### src/rtl/serial_word_assembler_pkg.sv
// Shared types and parameter limits for the serial word assembler.
// Holds the receive FSM state enum and the legal parameter bounds.
package serial_word_assembler_pkg;

  localparam int unsigned MIN_BIT_CYCLES = 2;
  localparam int unsigned MAX_WIDTH      = 16;

  typedef enum logic [2:0] {
    S_BREAK,
    S_IDLE,
    S_START,
    S_DATA,
    S_PARITY,
    S_STOP
  } state_e;

endpackage

### src/rtl/serial_word_assembler_if.sv
// Valid/ready word bus between the assembler output buffer and its consumer.
//   out_data  : buffered word (producer -> consumer)
//   out_valid : out_data holds an unconsumed word (producer -> consumer)
//   out_ready : consumer accepts the word at a rising edge (consumer -> producer)
interface serial_word_assembler_if #(
  parameter int unsigned WIDTH = 8
);

  logic [WIDTH-1:0] out_data;
  logic             out_valid;
  logic             out_ready;

  modport master (output out_data, output out_valid, input out_ready);
  modport slave  (input out_data, input out_valid, output out_ready);

endinterface

### src/rtl/serial_word_assembler_word_out_buffer.sv
// One-entry valid/ready holding register with overrun detection.
//   clk, clr    : clock, asynchronous active-high reset
//   push_i      : a completed word is offered this cycle
//   push_data_i : the offered word
//   out_if      : valid/ready word bus toward the consumer (master side)
//   overrun_o   : one-cycle pulse when an offered word is dropped (buffer full)
module word_out_buffer #(
  parameter int unsigned WIDTH = 8
) (
  input  logic                     clk,
  input  logic                     clr,
  input  logic                     push_i,
  input  logic [WIDTH-1:0]         push_data_i,
  serial_word_assembler_if.master  out_if,
  output logic                     overrun_o
);

  logic [WIDTH-1:0] data_q, data_d;
  logic             valid_q, valid_d;
  logic             overrun_q, overrun_d;
  logic             hs_c;

  // A handshake on the same edge frees the slot, so a new word may load then.
  always_comb begin
    hs_c      = valid_q & out_if.out_ready;
    data_d    = data_q;
    valid_d   = valid_q;
    overrun_d = 1'b0;
    if (push_i) begin
      if (!valid_q || hs_c) begin
        data_d  = push_data_i;
        valid_d = 1'b1;
      end else begin
        overrun_d = 1'b1;
      end
    end else if (hs_c) begin
      valid_d = 1'b0;
    end
  end

  always_ff @(posedge clk or posedge clr) begin
    if (clr) begin
      data_q    <= '0;
      valid_q   <= 1'b0;
      overrun_q <= 1'b0;
    end else begin
      data_q    <= data_d;
      valid_q   <= valid_d;
      overrun_q <= overrun_d;
    end
  end

  assign out_if.out_data  = data_q;
  assign out_if.out_valid = valid_q;
  assign overrun_o        = overrun_q;

endmodule

### src/rtl/serial_word_assembler.sv
// Frames a clk-synchronous start/data/stop serial stream into WIDTH-bit words
// (LSB first) and hands them to a one-entry valid/ready output buffer.
// Optional feature macro: PARITY_CHECK_EN adds an even-parity bit and the
// parity_err port.
//   clk, clr   : clock, asynchronous active-high reset
//   din        : serial input, idle high
//   out_if     : valid/ready word bus (master side)
//   frame_err  : one-cycle pulse, stop bit sampled 0
//   overrun    : one-cycle pulse, completed word dropped (buffer full)
//   parity_err : one-cycle pulse, parity mismatch (PARITY_CHECK_EN only)
module serial_word_assembler
  import serial_word_assembler_pkg::*;
#(
  parameter int unsigned WIDTH      = 8,
  parameter int unsigned BIT_CYCLES = 4
) (
  input  logic                    clk,
  input  logic                    clr,
  input  logic                    din,
  serial_word_assembler_if.master out_if,
  output logic                    frame_err,
  output logic                    overrun
`ifdef PARITY_CHECK_EN
  ,
  output logic                    parity_err
`endif
);

  localparam int unsigned HALF  = BIT_CYCLES / 2;
  localparam int unsigned CNT_W = $clog2(BIT_CYCLES);
  localparam int unsigned BIT_W = $clog2(WIDTH + 1);

  generate
    if (BIT_CYCLES < MIN_BIT_CYCLES || (BIT_CYCLES % 2) != 0 ||
        WIDTH == 0 || WIDTH > MAX_WIDTH) begin : g_param_err
      $error("serial_word_assembler: illegal WIDTH/BIT_CYCLES");
    end
  endgenerate

  state_e           state_q, state_d;
  logic [CNT_W-1:0] cnt_q, cnt_d;
  logic [BIT_W-1:0] bit_q, bit_d;
  logic [WIDTH-1:0] sh_q, sh_d;
  logic             frame_err_q, frame_err_d;
  logic             push_c;
  logic             half_hit_c, bit_hit_c;
`ifdef PARITY_CHECK_EN
  logic             par_bad_q, par_bad_d;
  logic             parity_err_q, parity_err_d;
`endif

  // Receive FSM: cnt counts cycles within a bit, bit counts data bits.
  always_comb begin
    state_d     = state_q;
    cnt_d       = cnt_q + CNT_W'(1);
    bit_d       = bit_q;
    sh_d        = sh_q;
    frame_err_d = 1'b0;
    push_c      = 1'b0;
    half_hit_c  = (cnt_q == CNT_W'(HALF - 1));
    bit_hit_c   = (cnt_q == CNT_W'(BIT_CYCLES - 1));
`ifdef PARITY_CHECK_EN
    par_bad_d    = par_bad_q;
    parity_err_d = 1'b0;
`endif
    case (state_q)
      S_BREAK: begin
        cnt_d = '0;
        if (din) state_d = S_IDLE;
      end
      S_IDLE: begin
        cnt_d = '0;
        if (!din) begin
          state_d = S_START;
          bit_d   = '0;
`ifdef PARITY_CHECK_EN
          par_bad_d = 1'b0;
`endif
        end
      end
      S_START: begin
        // Mid-bit re-sample rejects glitches shorter than half a bit.
        if (half_hit_c) begin
          cnt_d   = '0;
          state_d = din ? S_IDLE : S_DATA;
        end
      end
      S_DATA: begin
        if (bit_hit_c) begin
          cnt_d = '0;
          sh_d  = (sh_q >> 1) | (WIDTH'(din) << (WIDTH - 1));
          bit_d = bit_q + BIT_W'(1);
          if (bit_q == BIT_W'(WIDTH - 1)) begin
`ifdef PARITY_CHECK_EN
            state_d = S_PARITY;
`else
            state_d = S_STOP;
`endif
          end
        end
      end
`ifdef PARITY_CHECK_EN
      S_PARITY: begin
        if (bit_hit_c) begin
          cnt_d     = '0;
          par_bad_d = (^sh_q) ^ din;
          state_d   = S_STOP;
        end
      end
`endif
      S_STOP: begin
        // Framing error outranks parity error.
        if (bit_hit_c) begin
          cnt_d = '0;
          if (!din) begin
            frame_err_d = 1'b1;
            state_d     = S_BREAK;
          end else begin
            state_d = S_IDLE;
`ifdef PARITY_CHECK_EN
            if (par_bad_q) parity_err_d = 1'b1;
            else           push_c       = 1'b1;
`else
            push_c = 1'b1;
`endif
          end
        end
      end
      default: state_d = S_BREAK;
    endcase
  end

  always_ff @(posedge clk or posedge clr) begin
    if (clr) begin
      state_q     <= S_BREAK;
      cnt_q       <= '0;
      bit_q       <= '0;
      sh_q        <= '0;
      frame_err_q <= 1'b0;
    end else begin
      state_q     <= state_d;
      cnt_q       <= cnt_d;
      bit_q       <= bit_d;
      sh_q        <= sh_d;
      frame_err_q <= frame_err_d;
    end
  end

`ifdef PARITY_CHECK_EN
  always_ff @(posedge clk or posedge clr) begin
    if (clr) begin
      par_bad_q    <= 1'b0;
      parity_err_q <= 1'b0;
    end else begin
      par_bad_q    <= par_bad_d;
      parity_err_q <= parity_err_d;
    end
  end

  assign parity_err = parity_err_q;
`endif

  assign frame_err = frame_err_q;

  word_out_buffer #(.WIDTH(WIDTH)) u_buf (
    .clk         (clk),
    .clr         (clr),
    .push_i      (push_c),
    .push_data_i (sh_q),
    .out_if      (out_if),
    .overrun_o   (overrun)
  );

endmodule

### src/flat_wrapper.sv
// flat-port wrapper written by rule: the top's interface ports become plain ports
module serial_word_assembler_flat import serial_word_assembler_pkg::*;
#(
  parameter int unsigned WIDTH      = 8,
  parameter int unsigned BIT_CYCLES = 4
)
  (clk, clr, din, frame_err, overrun, out_if_out_data, out_if_out_valid, out_if_out_ready);
  serial_word_assembler_if #(.WIDTH(WIDTH)) out_if_i ();
  input  logic clk;
  input  logic clr;
  input  logic din;
  output logic frame_err;
  output logic overrun;
  output wire logic [$bits(out_if_i.out_data)-1:0] out_if_out_data;
  output wire logic [$bits(out_if_i.out_valid)-1:0] out_if_out_valid;
  input wire logic [$bits(out_if_i.out_ready)-1:0] out_if_out_ready;
  assign out_if_out_data = out_if_i.out_data;
  assign out_if_out_valid = out_if_i.out_valid;
  assign out_if_i.out_ready = out_if_out_ready;
  serial_word_assembler #(.WIDTH(WIDTH), .BIT_CYCLES(BIT_CYCLES)) u_core (.clk(clk), .clr(clr), .din(din), .out_if(out_if_i), .frame_err(frame_err), .overrun(overrun));
endmodule
### config.mk
export PLATFORM = sky130hd
export DESIGN_NAME = serial_word_assembler_flat
export DESIGN_NICKNAME = d
export VERILOG_FILES = /design/src/rtl/serial_word_assembler_pkg.sv /design/src/rtl/serial_word_assembler_if.sv /design/src/rtl/serial_word_assembler_word_out_buffer.sv /design/src/rtl/serial_word_assembler.sv /design/src/flat_wrapper.sv
export SDC_FILE = /design/constraint.sdc
export NUM_CORES = 1
export LEC_CHECK = 0
export BUFFER_PORTS_ARGS = -buffer_cell sky130_fd_sc_hd__buf_2
export CORE_UTILIZATION = 56
export CTS_CLUSTER_SIZE = 20
export DETAILED_ROUTE_END_ITERATION = 7
export GPL_TIMING_DRIVEN = 0
export MAX_ROUTING_LAYER = met4
export PLACE_DENSITY = 0.87
export SYNTH_ARGS = -nofsm -noshare
export SYNTH_HDL_FRONTEND = slang
export SYNTH_SLANG_ARGS = --single-unit
### constraint.sdc
create_clock -name clk -period 1.75 [get_ports clk]
set_input_delay 0.175 -clock clk [delete_from_list [all_inputs] [get_ports clk]]
set_output_delay 0.175 -clock clk [all_outputs]
set_load 0.02 [all_outputs]
# Word level (Yosys, flattened, before mapping)

Cells that the tools add are included.
W data, S select, Z words.

Add/sub/neg operators: 2
Eq/ne operators: 14
Multiplexer cells: 26
Bitwise logic cells: 2
Reductions and logical operators: 12

Operators by type and width:

| operator              | count |
|---|---|
| $mux W3               | 6 |
| $pmux W3 S5           | 1 |
| $mux W1               | 12 |
| $mux W4               | 2 |
| $ne A2 B1 Y1 const B  | 4 |
| $or A7 B8 Y8          | 1 |
| $pmux W4 S2           | 1 |
| $eq A3 B2 Y1 const B  | 2 |
| $mux W2               | 3 |
| $ne A2 B2 Y1 const B  | 3 |
| $pmux W2 S3           | 1 |
| $reduce_and A2 Y1     | 3 |
| $reduce_and A6 Y1     | 1 |
| $add A4 B1 Y4 const B | 1 |
| $eq A4 B3 Y1 const B  | 1 |
| $reduce_bool A2 Y1    | 2 |
| $reduce_or A2 Y1      | 2 |
| $eq A3 B1 Y1 const B  | 1 |
| $eq A3 B3 Y1 const B  | 1 |
| $logic_not A3 Y1      | 1 |
| $reduce_and A3 Y1     | 1 |
| $add A2 B1 Y2 const B | 1 |
| $eq A2 B1 Y1 const B  | 1 |
| $eq A2 B2 Y1 const B  | 1 |
| 3 further kinds       | 3 |

Bits in registers: 28
Input bits: 4
Output and inout bits: 11
Word-level logic and storage cells: 64

# Depth between registers and ports, before layout

Gate-level depths: netlist of run 1.

Depth after elaboration: 5
Gate-level depth with buffers: 5
Gate-level depth less buffers: 5

# By module

From an unflattened synthesis of run 1, not the netlist that was laid out.

Cell total of the unflattened synthesis: 106
Area total of the unflattened synthesis: 1325.0 µm²

By module, submodules not included:

| module                | times used | cells each | area an instance (µm²) | sequential area each (µm²) |
|---|---|---|---|---|
| serial_word_assembler | 1          | 82         | 914.6                  | 450.4 |
| word_out_buffer       | 1          | 24         | 410.4                  | 250.2 |

# Worst setup path after synthesis of run 1

OpenSTA, ideal clock, no wires.

Path kind: reg-to-reg
From: reg u_core.cnt_q[0]
To: reg u_core.u_buf.data_q[0], in the netlist u_core.u_buf.out_if.out_data[0]
Setup time: 0.125 ns
Data arrival time: 1.414 ns
Data required time: 1.625 ns
Setup slack: 0.211 ns
Cell stages (with the launch flop): 6
Path buffers: 1
Period minus slack after synthesis: 1.539 ns
Path through: dfrtp_1 ha_1 buf_2 and4b_2 nand3_4 mux2_2

Longest elaborated chain between the ends: 4

RTL lines:

| what                               | line                                        | source |
|---|---|---|
| start: declaration                 | serial_word_assembler.sv:41                 | `logic [CNT_W-1:0] cnt_q, cnt_d;` |
| start signal: assignment           | serial_word_assembler.sv:142                | `cnt_q <= cnt_d;` |
| $eq A2 B2 Y1                       | serial_word_assembler.sv:61                 | `bit_hit_c = (cnt_q == CNT_W'(BIT_CYCLES - 1));` |
| $mux W1                            | serial_word_assembler.sv:113                | `if (bit_hit_c) begin` |
| $mux W1                            | serial_word_assembler.sv:66                 | `case (state_q)` |
| $reduce_and A2 Y1 (no source line) | -                                           |  |
| end signal: assignment             | serial_word_assembler_word_out_buffer.sv:47 | `data_q <= data_d;` |
| end: declaration                   | serial_word_assembler_word_out_buffer.sv:18 | `logic [WIDTH-1:0] data_q, data_d;` |

Every way passes these cells.
A chain may end at the register's enable or synchronous reset.

# Worst setup path after layout of run 1

Ends and elaborated chain as after synthesis.

==> impl_metrics.ini, run 1 <==
[worst_setup_path]
arrival_ns = 1.90
r2r_end = u_core.u_buf.out_if.out_data[0]
critical_path.reg2reg.startpoint = u_core.cnt_q[0]
cp_max_fo = 8
ff2ff_setup_slack_ns = 0.08
cp.required_ns = 1.98
cp-end-kind = register
rr_worst_depth = 5
critPathLaunch = u_core.cnt_q[0]
critPathLaunchType = register
crit_type = reg2reg

[final_layout]
nFillCells = 146
n_antenna_cell = 0
final_nets = 131
fin_cells = 149
drive_above_1_share_pct = 35.2
area_growth_pct = 13.8

[cts]
cts.sinks = 28
cts_buffer_depth = 2
htreeDepth = 1
cts_buffers = 3
cts_tree = built
root_buffer = clkbuf_4
clkTransAtPathRegs_ns = 0.15
postCtsHoldBufs = 0
clkLatencyLatePin_ns = 0.32

[synthesis]
synthTopCellsByCount = 28 x dfrtp_1, 16 x mux2_2, 7 x inv_1, 6 x nand2_1, 5 x o21ai_0
yosysSeqAreaShare_pct = 55.4
synth_edf_count = 0
synth_top_area_cell = dfrtp_1
synth.avg_cell_area_um2 = 12.3
synth_area_leaders = dfrtp_1 55%, mux2_2 14%, ha_1 4.0%, inv_1 2.1%, o21ai_0 2.0%
ys.flop_type = dfrtp_1
synthDistinctLibCells = 33
synthArstFlopShare_pct = 100
synth_most_common_cell = dfrtp_1
synthesis.nets = 111
postSynthCellCount = 103
synth_seq_cells = 28
syn-cell-area_um2 = 1260
yosysTopAreaCellShare_pct = 55.4
ys_warn_count = 0

[route]
avgViaCountPerCell = 5.74
wl_per_cell_um = 14.5
firstDrtPassIters = 4
postRouteAntennaNets = 0
vias = 856
drc = 0
drt-initial-drc-count = 13
wl_um = 2160

[pwr]
power_frac_comb_pct = 34.1
power_per_cell_area_nw_per_um2 = 1460
netSwitchingPower_mw = 0.688
leakagePower_nw = 0.720
intPower_mw = 1.41
switching_share_pct = 32.8
sequentialPowerShare_pct = 46.0
p_clk_share_pct = 19.9
vdd_drop_max_mv = 0.892

[hold_path]
hp-class = in2async

[floorplan]
fp.dieH_um = 49.5
start_util_pct = 61.9
fp.dieArea_um2 = 2450
row_count = 16
core-area_um2 = 2040
num_io_pins = 15
die_w_um = 49.5

[global_route]
grt_pass1_vias = 857
grt_first_pass_wirelength_um = 3770
grt.overflow.total = 0
grt_use_total_pct = 21.1
antenna_found_initial = 0
grt_max_degree = 29

[sta]
skew_ns = 0.00703
period_needed_ns = 1.67
fmax_mhz = 598
timing.final.crit_share_pct = 95.6
rsz0062_at_grt = false
finalSetupViolations = 0
hold_viol = 0
tightestPinTransition_ns = 1.03
slew_headroom_pct = 31.1
whs_ns = 0.0689
final.setup.tns_ns = 0
drv_slew = 0

[run_status]
status = finished clean

[place]
gp_congestion = 0.772
numPortBuffers = 14
dp_cells = 144
hpwl_um = 1550

[job]
max-cap-violations = 0
[area by class of cell]
class                           instances  area, µm²  share of cell area [%]
Tap cell                               27       33.8                    2.35
Clock buffer                            3       22.5                    1.56
Timing Repair Buffer                   15       77.6                    5.39
Clock inverter                          1       30.0                    2.09
Buffer                                  5       27.5                    1.91
Sequential cell                        28        701                    48.7
Inverter                                7       26.3                    1.82
Multi-Input combinational cell         63        522                    36.2
[worst max path at each step]
stage	endpoint	slack (ns)	depth (start not counted)
2_1_floorplan	u_core.u_buf.out_if.out_data[0]	0.21	5
3_3_place_gp	u_core.bit_q[3]	0.11	5
3_5_place_dp	u_core.bit_q[3]	-0.003	5
4_1_cts	u_core.u_buf.out_if.out_data[0]	0.01	5
5_1_grt	u_core.u_buf.out_if.out_data[5]	0.005	5
6_report	u_core.u_buf.out_if.out_data[0]	0.08	5
[state kept, by name, summed over array words and instances (netlist names)]
signal                         count
u_core.state_q                     3
u_core.bit_q                       4
u_core.sh_q                        8
u_core.frame_err                   1
u_core.u_buf.out_if.out_valid      1
u_core.u_buf.out_if.out_data       8
u_core.cnt_q                       2
u_core.u_buf.overrun_o             1
[worst max-delay path, stage by stage (launching register included)]
cell     delay, ns
dfrtp_1       0.44
ha_1          0.22
buf_4         0.17
and4b_2       0.24
nand3_4       0.15
mux2_2        0.36
[timing repair]
action / CTS / global route
gates resized for setup: 1 / 2
setup buffers: 0 / 1
pin swaps: 0 / 0
endpoints found under the setup margin: 1 / 8
[routing by layer]
metal	vias up	share of wire (%)	track usage, %
li1	404	-	-
met1	418	44	27.3
met3	6	3.4	3.70
met2	28	51	33.6
met5	-	0	-
met4	0	1.6	7.62
[power groups by stage]
stage	Clock, mW	Combinational, mW	Sequential, mW
final	0.418	0.715	0.964
after global routing	0.448	0.803	0.987
after CTS	0.417	0.685	0.964
after detailed placement	0	0.657	0.980
after global placement	0	0.613	0.951
after floorplan	0	0.536	0.930
[metrics by stage]
step / instance area, µm² / util (%) / worst slack, ns / power [mW]
after floorplan: 1260 / - / 0.211 / 1.47
after global placement: 1370 / 67.0 / 0.114 / 1.56
after detailed placement: 1370 / 67.0 / -0.00265 / 1.64
after CTS: 1430 / 70.0 / 0.0149 / 2.07
after global routing: 1440 / 70.5 / 0.00533 / 2.24
final: 1440 / 70.5 / 0.0769 / 2.10
[logic make-up after synthesis]
logic type	Yosys count	synth area share, %
buffers and inverters	12	4.06
flip-flops	28	55.4
AND/OR/NAND/NOR	26	13.1
AO/OA/AOI/OAI	16	8.51
adder cells (fa/ha/maj)	4	3.96
multiplexers	17	15.0
[placed cells by master (no fill, tap or decap), types with 2 or more instances in the layout]
| cell | Yosys | routed |
|---|---|---|
| a21oi_1 | 3 | 3 |
| buf_4 | 1 | 3 |
| nor2_1 | 3 | 3 |
| mux2_2 | 16 | 16 |
| ha_1 | 4 | 4 |
| clkbuf_1 | 2 | 2 |
| o21ai_0 | 5 | 5 |
| inv_1 | 7 | 7 |
| nand2b_1 | 3 | 3 |
| buf_2 | 2 | 15 |
| clkbuf_4 | 0 | 3 |
| nand2_1 | 6 | 6 |
| nor2b_1 | 3 | 3 |
| dfrtp_1 | 28 | 28 |
Power figures use the tool's default switching activity.
==> inputs of run 2 (changes only) <==
Settings changed: CORE_UTILIZATION 56 to 50, PLACE_DENSITY 0.87 to 0.8, TNS_END_PERCENT set to 100.
==> run 2 against run 1 <==
Net effect:
- critical path depth unchanged
- wire length fell by 3.0%
- first-iteration DRC count up 31%
- clock power decreased by 1%
- fmax hardly changed
- via count down 4.8%
- global-route usage fell by 3.3 points
- design area decreased by 0.61%
- sequential power down 0.9%
- cell count unchanged
- largest power group unchanged
==> impl_metrics.ini, run 2 (same netlist as run 1, synthesis figures left out) <==
[place]
place_area_um2 = 1370
hpwl_um = 1470
dp_cells = 145
numPortBuffers = 14
gp_congestion = 0.783

[worst_setup_path]
max_stage_delay_ns = 0.45
crit_type = reg2reg
cp_slowest_cell = dfrtp_1
critPathLaunchType = register
arrival_ns = 1.90
cp_max_fo = 8
critical_path.top_delay_family = flip-flops
cp-end-kind = register
cp_cell_sequence = ha_1, buf_2, and4b_2, nand3_4, mux2_2
path_buf_inv = 1
cp.required_ns = 1.97

[cts]
cts_buffer_depth = 2
cts.sinks = 28
htreeDepth = 1
cts_tree = built
cts_buffers = 3
clkTransAtPathRegs_ns = 0.15
root_buffer = clkbuf_4
postCtsHoldBufs = 0
clkLatencyLatePin_ns = 0.32

[floorplan]
num_io_pins = 15
core-area_um2 = 2300
die_w_um = 52.3
fp.dieH_um = 52.3
fp.dieArea_um2 = 2740
row_count = 17
start_util_pct = 55.1

[sta]
tightestPinTransition_ns = 1.03
finalSetupViolations = 0
rsz0062_at_grt = false
hold_viol = 0
period_needed_ns = 1.67
drv_slew = 0
skew_ns = 0.00637
fmax_mhz = 597
whs_ns = 0.0861
slew_headroom_pct = 31.0
timing.final.crit_share_pct = 95.7
final.setup.tns_ns = 0

[run_status]
status = finished clean

[final_layout]
n_antenna_cell = 0
stdcell_area_um2 = 1430
final_nets = 130
multiInputGateArea_um2 = 522
nFillCells = 188
fin_cells = 149
drive_above_1_share_pct = 34.7
final_common_cell = dfrtp_1
area_growth_pct = 13.2
regArea_um2 = 701
most-common-layout-cells = 28 x dfrtp_1, 16 x buf_2, 16 x mux2_2

[pwr]
sequentialPowerShare_pct = 46.9
intPower_mw = 1.38
p_clk_share_pct = 20.3
vdd_drop_max_mv = 0.759
netSwitchingPower_mw = 0.655
power_per_cell_area_nw_per_um2 = 1420
switching_share_pct = 32.2
p_total_mw = 2.04
leakagePower_nw = 0.715
power_frac_comb_pct = 32.8

[route]
postRouteAntennaNets = 0
wl_um = 2100
avgViaCountPerCell = 5.47
drc = 0
drt-initial-drc-count = 17
vias = 815
wl_per_cell_um = 14.1
firstDrtPassIters = 4

[global_route]
grt.overflow.total = 0
antenna_found_initial = 0
grt_max_degree = 29
grt_use_total_pct = 17.8
grt_first_pass_wirelength_um = 3510
grt_pass1_vias = 790

[job]
max-cap-violations = 0

[hold_path]
hp-class = in2async
run 2: path summary, 6_finish.rpt:
check	from	to	slack, ns	depth (start not counted)
worst min register to register	u_core.cnt_q[0]	u_core.cnt_q[0]	0.52	1
worst max-delay path	u_core.cnt_q[0]	u_core.u_buf.out_if.out_data[4]	0.08	5
min in group clk	din	u_core.frame_err	0.12	2
worst max register to register	u_core.cnt_q[0]	u_core.u_buf.out_if.out_data[4]	0.08	5
max in group asynchronous	clr	u_core.state_q[1]	1.05	2
worst min-delay path	clr	u_core.u_buf.out_if.out_data[7]	0.09	2
run 2: final cells by class:
cell class	instances	area share, %
Buffer	5	1.75
Clock buffer	3	1.57
Clock inverter	1	2.10
Inverter	7	1.84
Multi-Input combinational cell	63	36.5
Sequential cell	28	49.0
Tap cell	28	2.45
Timing Repair Buffer	14	4.90
run 2: metal layers:
metal  wire length, µm  global-route usage [%]  vias up
met5                 0                       -        -
met1               984                    22.5      397
li1                  -                       -      400
met2              1030                    29.3       16
met4                13                    5.26        0
met3                71                    3.19        2
run 2: power by group through the flow:
stage | clock network, mW | registers, mW | logic (mW)
after CTS | 0.427 | 0.957 | 0.658
after global placement | 0 | 0.953 | 0.614
after floorplan | 0 | 0.930 | 0.536
final | 0.413 | 0.955 | 0.667
after detailed placement | 0 | 0.969 | 0.647
after global routing | 0.446 | 0.982 | 0.758
run 2: repair_timing:
action	4_1_cts	5_1_grt
endpoints found under the setup margin	0	1
buffers inserted	0	0
resized for setup	0	1
run 2: per-stage QoR:
step	util, %	worst slack, ns
2_1_floorplan	-	0.211
3_3_place_gp	59.6	0.111
3_5_place_dp	59.6	0.118
4_1_cts	61.9	0.0467
5_1_grt	62.3	0.00801
6_report	62.3	0.0759
==> inputs of run 3 (changes only) <==
Settings changed: SYNTH_HIERARCHICAL set to 1.
==> run 3 against run 2 <==
Net effect:
- via count grew 2.2%
- die area increased by 4.6%
- first-iteration DRC count decreased by 18%
- critical path type unchanged
- critical endpoint is now u_core/u_buf/out_if.out_data[6]
- largest cell class unchanged
==> impl_metrics.ini, run 3 <==
[run_status]
status = finished clean

[floorplan]
fp.dieH_um = 53.5
core-area_um2 = 2500
num_io_pins = 15
die_w_um = 53.5
row_count = 18
fp.dieArea_um2 = 2860
start_util_pct = 53.0

[worst_setup_path]
cp_max_fo = 8
critical_path.top_delay_family = simple AND/OR/NAND/NOR gates
path_buf_inv = 0
arrival_ns = 1.93
critical_path.reg2reg.startpoint = u_core/cnt_q[0]
critPathLaunchType = register
cp.required_ns = 1.99
cp_slowest_cell = dfrtp_1
critPathLaunch = u_core/cnt_q[0]
cp_cell_sequence = ha_4, nand2_2, nor4b_4, nand2_4, mux2_4
crit_type = reg2reg
cp-end-kind = register
max_stage_delay_ns = 0.44

[route]
postRouteAntennaNets = 0
wl_per_cell_um = 13.7
drc = 0
drt-initial-drc-count = 14
firstDrtPassIters = 4
wl_um = 2140
avgViaCountPerCell = 5.34
vias = 833

[synthesis]
synth_edf_count = 0
yosysTopAreaCellShare_pct = 52.9
syn-cell-area_um2 = 1330
ys_warn_count = 6
synthDistinctLibCells = 30
synthTopCellsByCount = 28 x dfrtp_1, 15 x mux2_4, 9 x nand2_1, 8 x inv_1, 7 x o21ai_0
synth.avg_cell_area_um2 = 12.5
synthesis.nets = 114
postSynthCellCount = 106
synthArstFlopShare_pct = 100
synth_seq_cells = 28
synth_area_leaders = dfrtp_1 53%, mux2_4 17%, ha_1 3.8%, o21ai_0 2.6%, nand2_1 2.5%
ys.flop_type = dfrtp_1
synth_top_area_cell = dfrtp_1
synth_most_common_cell = dfrtp_1
yosysSeqAreaShare_pct = 52.9

[pwr]
switching_share_pct = 33.0
sequentialPowerShare_pct = 43.2
netSwitchingPower_mw = 0.752
p_total_mw = 2.28
leakagePower_nw = 0.807
power_frac_comb_pct = 38.6
intPower_mw = 1.53
p_clk_share_pct = 18.2
power_per_cell_area_nw_per_um2 = 1490
vdd_drop_max_mv = 1.07

[cts]
cts.sinks = 28
cts_tree = built
cts_buffers = 3
htreeDepth = 1
clkLatencyLatePin_ns = 0.33
root_buffer = clkbuf_4
cts_buffer_depth = 2
clkTransAtPathRegs_ns = 0.15

[sta]
period_needed_ns = 1.69
skew_ns = 0.0122
drv_slew = 0
fin_ws_ns = 0.0573
tightestPinTransition_ns = 0.672
hold_viol = 0
slew_headroom_pct = 55.1
timing.final.crit_share_pct = 96.7
rsz0062_at_grt = false
fmax_mhz = 591
finalSetupViolations = 0

[global_route]
grt_first_pass_wirelength_um = 3570
grt_pass1_vias = 816
antenna_found_initial = 0
grt_max_degree = 19
grt.overflow.total = 0
grt_use_total_pct = 18.1

[place]
pre_cts_ws_ns = -0.157
gp_congestion = 0.840
hpwl_um = 1560
numPortBuffers = 14

[final_layout]
most-common-layout-cells = 27 x dfrtp_1, 16 x buf_2, 15 x mux2_4
area_growth_pct = 15.8
drive_above_1_share_pct = 36.5
final_core_util_pct = 61.4
final_common_cell = dfrtp_1
n_antenna_cell = 0
final_nets = 135

[job]
max-cap-violations = 0

[hold_path]
hp-start = din
hp-class = in2reg
==> run 3: cell types whose count changed after synthesis, sizes merged, moves of 2 or more <==
| cell | delta |
|---|---|
| nor3 | +3 |
| o21ai | +2 |
| nand2 | +4 |
| clkbuf | -2 |
==> run 3: cells by family after synthesis <==
group / share of synthesized area, %
AND/OR/NAND/NOR: 13.3
flip-flops: 52.9
AO/OA/AOI/OAI: 7.65
multiplexers: 17.8
buffers and inverters: 3.87
adder cells (fa/ha/maj): 3.78
XOR/XNOR: 0.661
==> run 3: per-layer routing <==
metal  GRT usage [%]  vias up  wire length, µm  part of all wire (%)
met5               -        -                0                     0
met4            3.95        0                6                  0.28
met3            5.17        2               53                   2.5
met2            32.1       13             1100                    51
met1            19.9      417              978                    46
li1                -      401                -                     -
==> run 3: area by class of cell <==
type / instances / area, µm²
sequential: 28 / 702
clock buffer: 3 / 22.5
buffer: 3 / 21.3
clock inverter: 1 / 30.0
multi-input combinational: 67 / 603
inverter: 8 / 30.0
timing repair buffer: 16 / 87.6
fill: 184 / 966
tap: 30 / 37.5
==> run 3: stage by stage <==
step | instances | setup TNS (ns) | hold slack (ns) | area (µm²)
after global routing | 156 | 0 | 0.0688 | 1530
after global placement | 150 | -0.899 | 0.165 | 1440
final | 156 | 0 | 0.0872 | 1530
after detailed placement | 150 | -1.22 | 0.177 | 1440
after CTS | 156 | 0 | 0.0701 | 1520
after floorplan | 106 | 0 | 0.0152 | 1330
==> run 3: repair_timing <==
item | in CTS | in global routing
setup buffers | 1 | 0
gates cloned | 0 | 0
hold buffers | 1 | 0
setup endpoints to repair | 8 | 8
gates resized for setup | 2 | 3
hold endpoints to repair | 28 | 0
pin swaps | 0 | 2
==> run 3: path summary, 6_finish.rpt <==
| path | slack, ns | endpoint | cells after the start |
|---|---|---|---|
| max | 0.06 | u_core/u_buf/out_if.out_data[6] | 5 |
| min | 0.09 | u_core/frame_err | 2 |
| max reg2reg | 0.06 | u_core/u_buf/out_if.out_data[6] | 5 |
| min reg2reg | 0.53 | u_core/u_buf/out_if.out_data[3] | 1 |
| max in group asynchronous | 0.79 | u_core/state_q[2] | 3 |
| min in group asynchronous | 0.35 | u_core/u_buf/overrun_o | 3 |
==> run 3: power by group through the flow <==
stage / Combinational [mW] / Clock, mW / Sequential (mW)
after CTS: 0.860 / 0.430 / 0.973
after detailed placement: 0.820 / 0 / 0.994
final: 0.880 / 0.415 / 0.985
after global placement: 0.773 / 0 / 0.979
after global routing: 0.974 / 0.460 / 1.01
after floorplan: 0.695 / 0 / 0.952
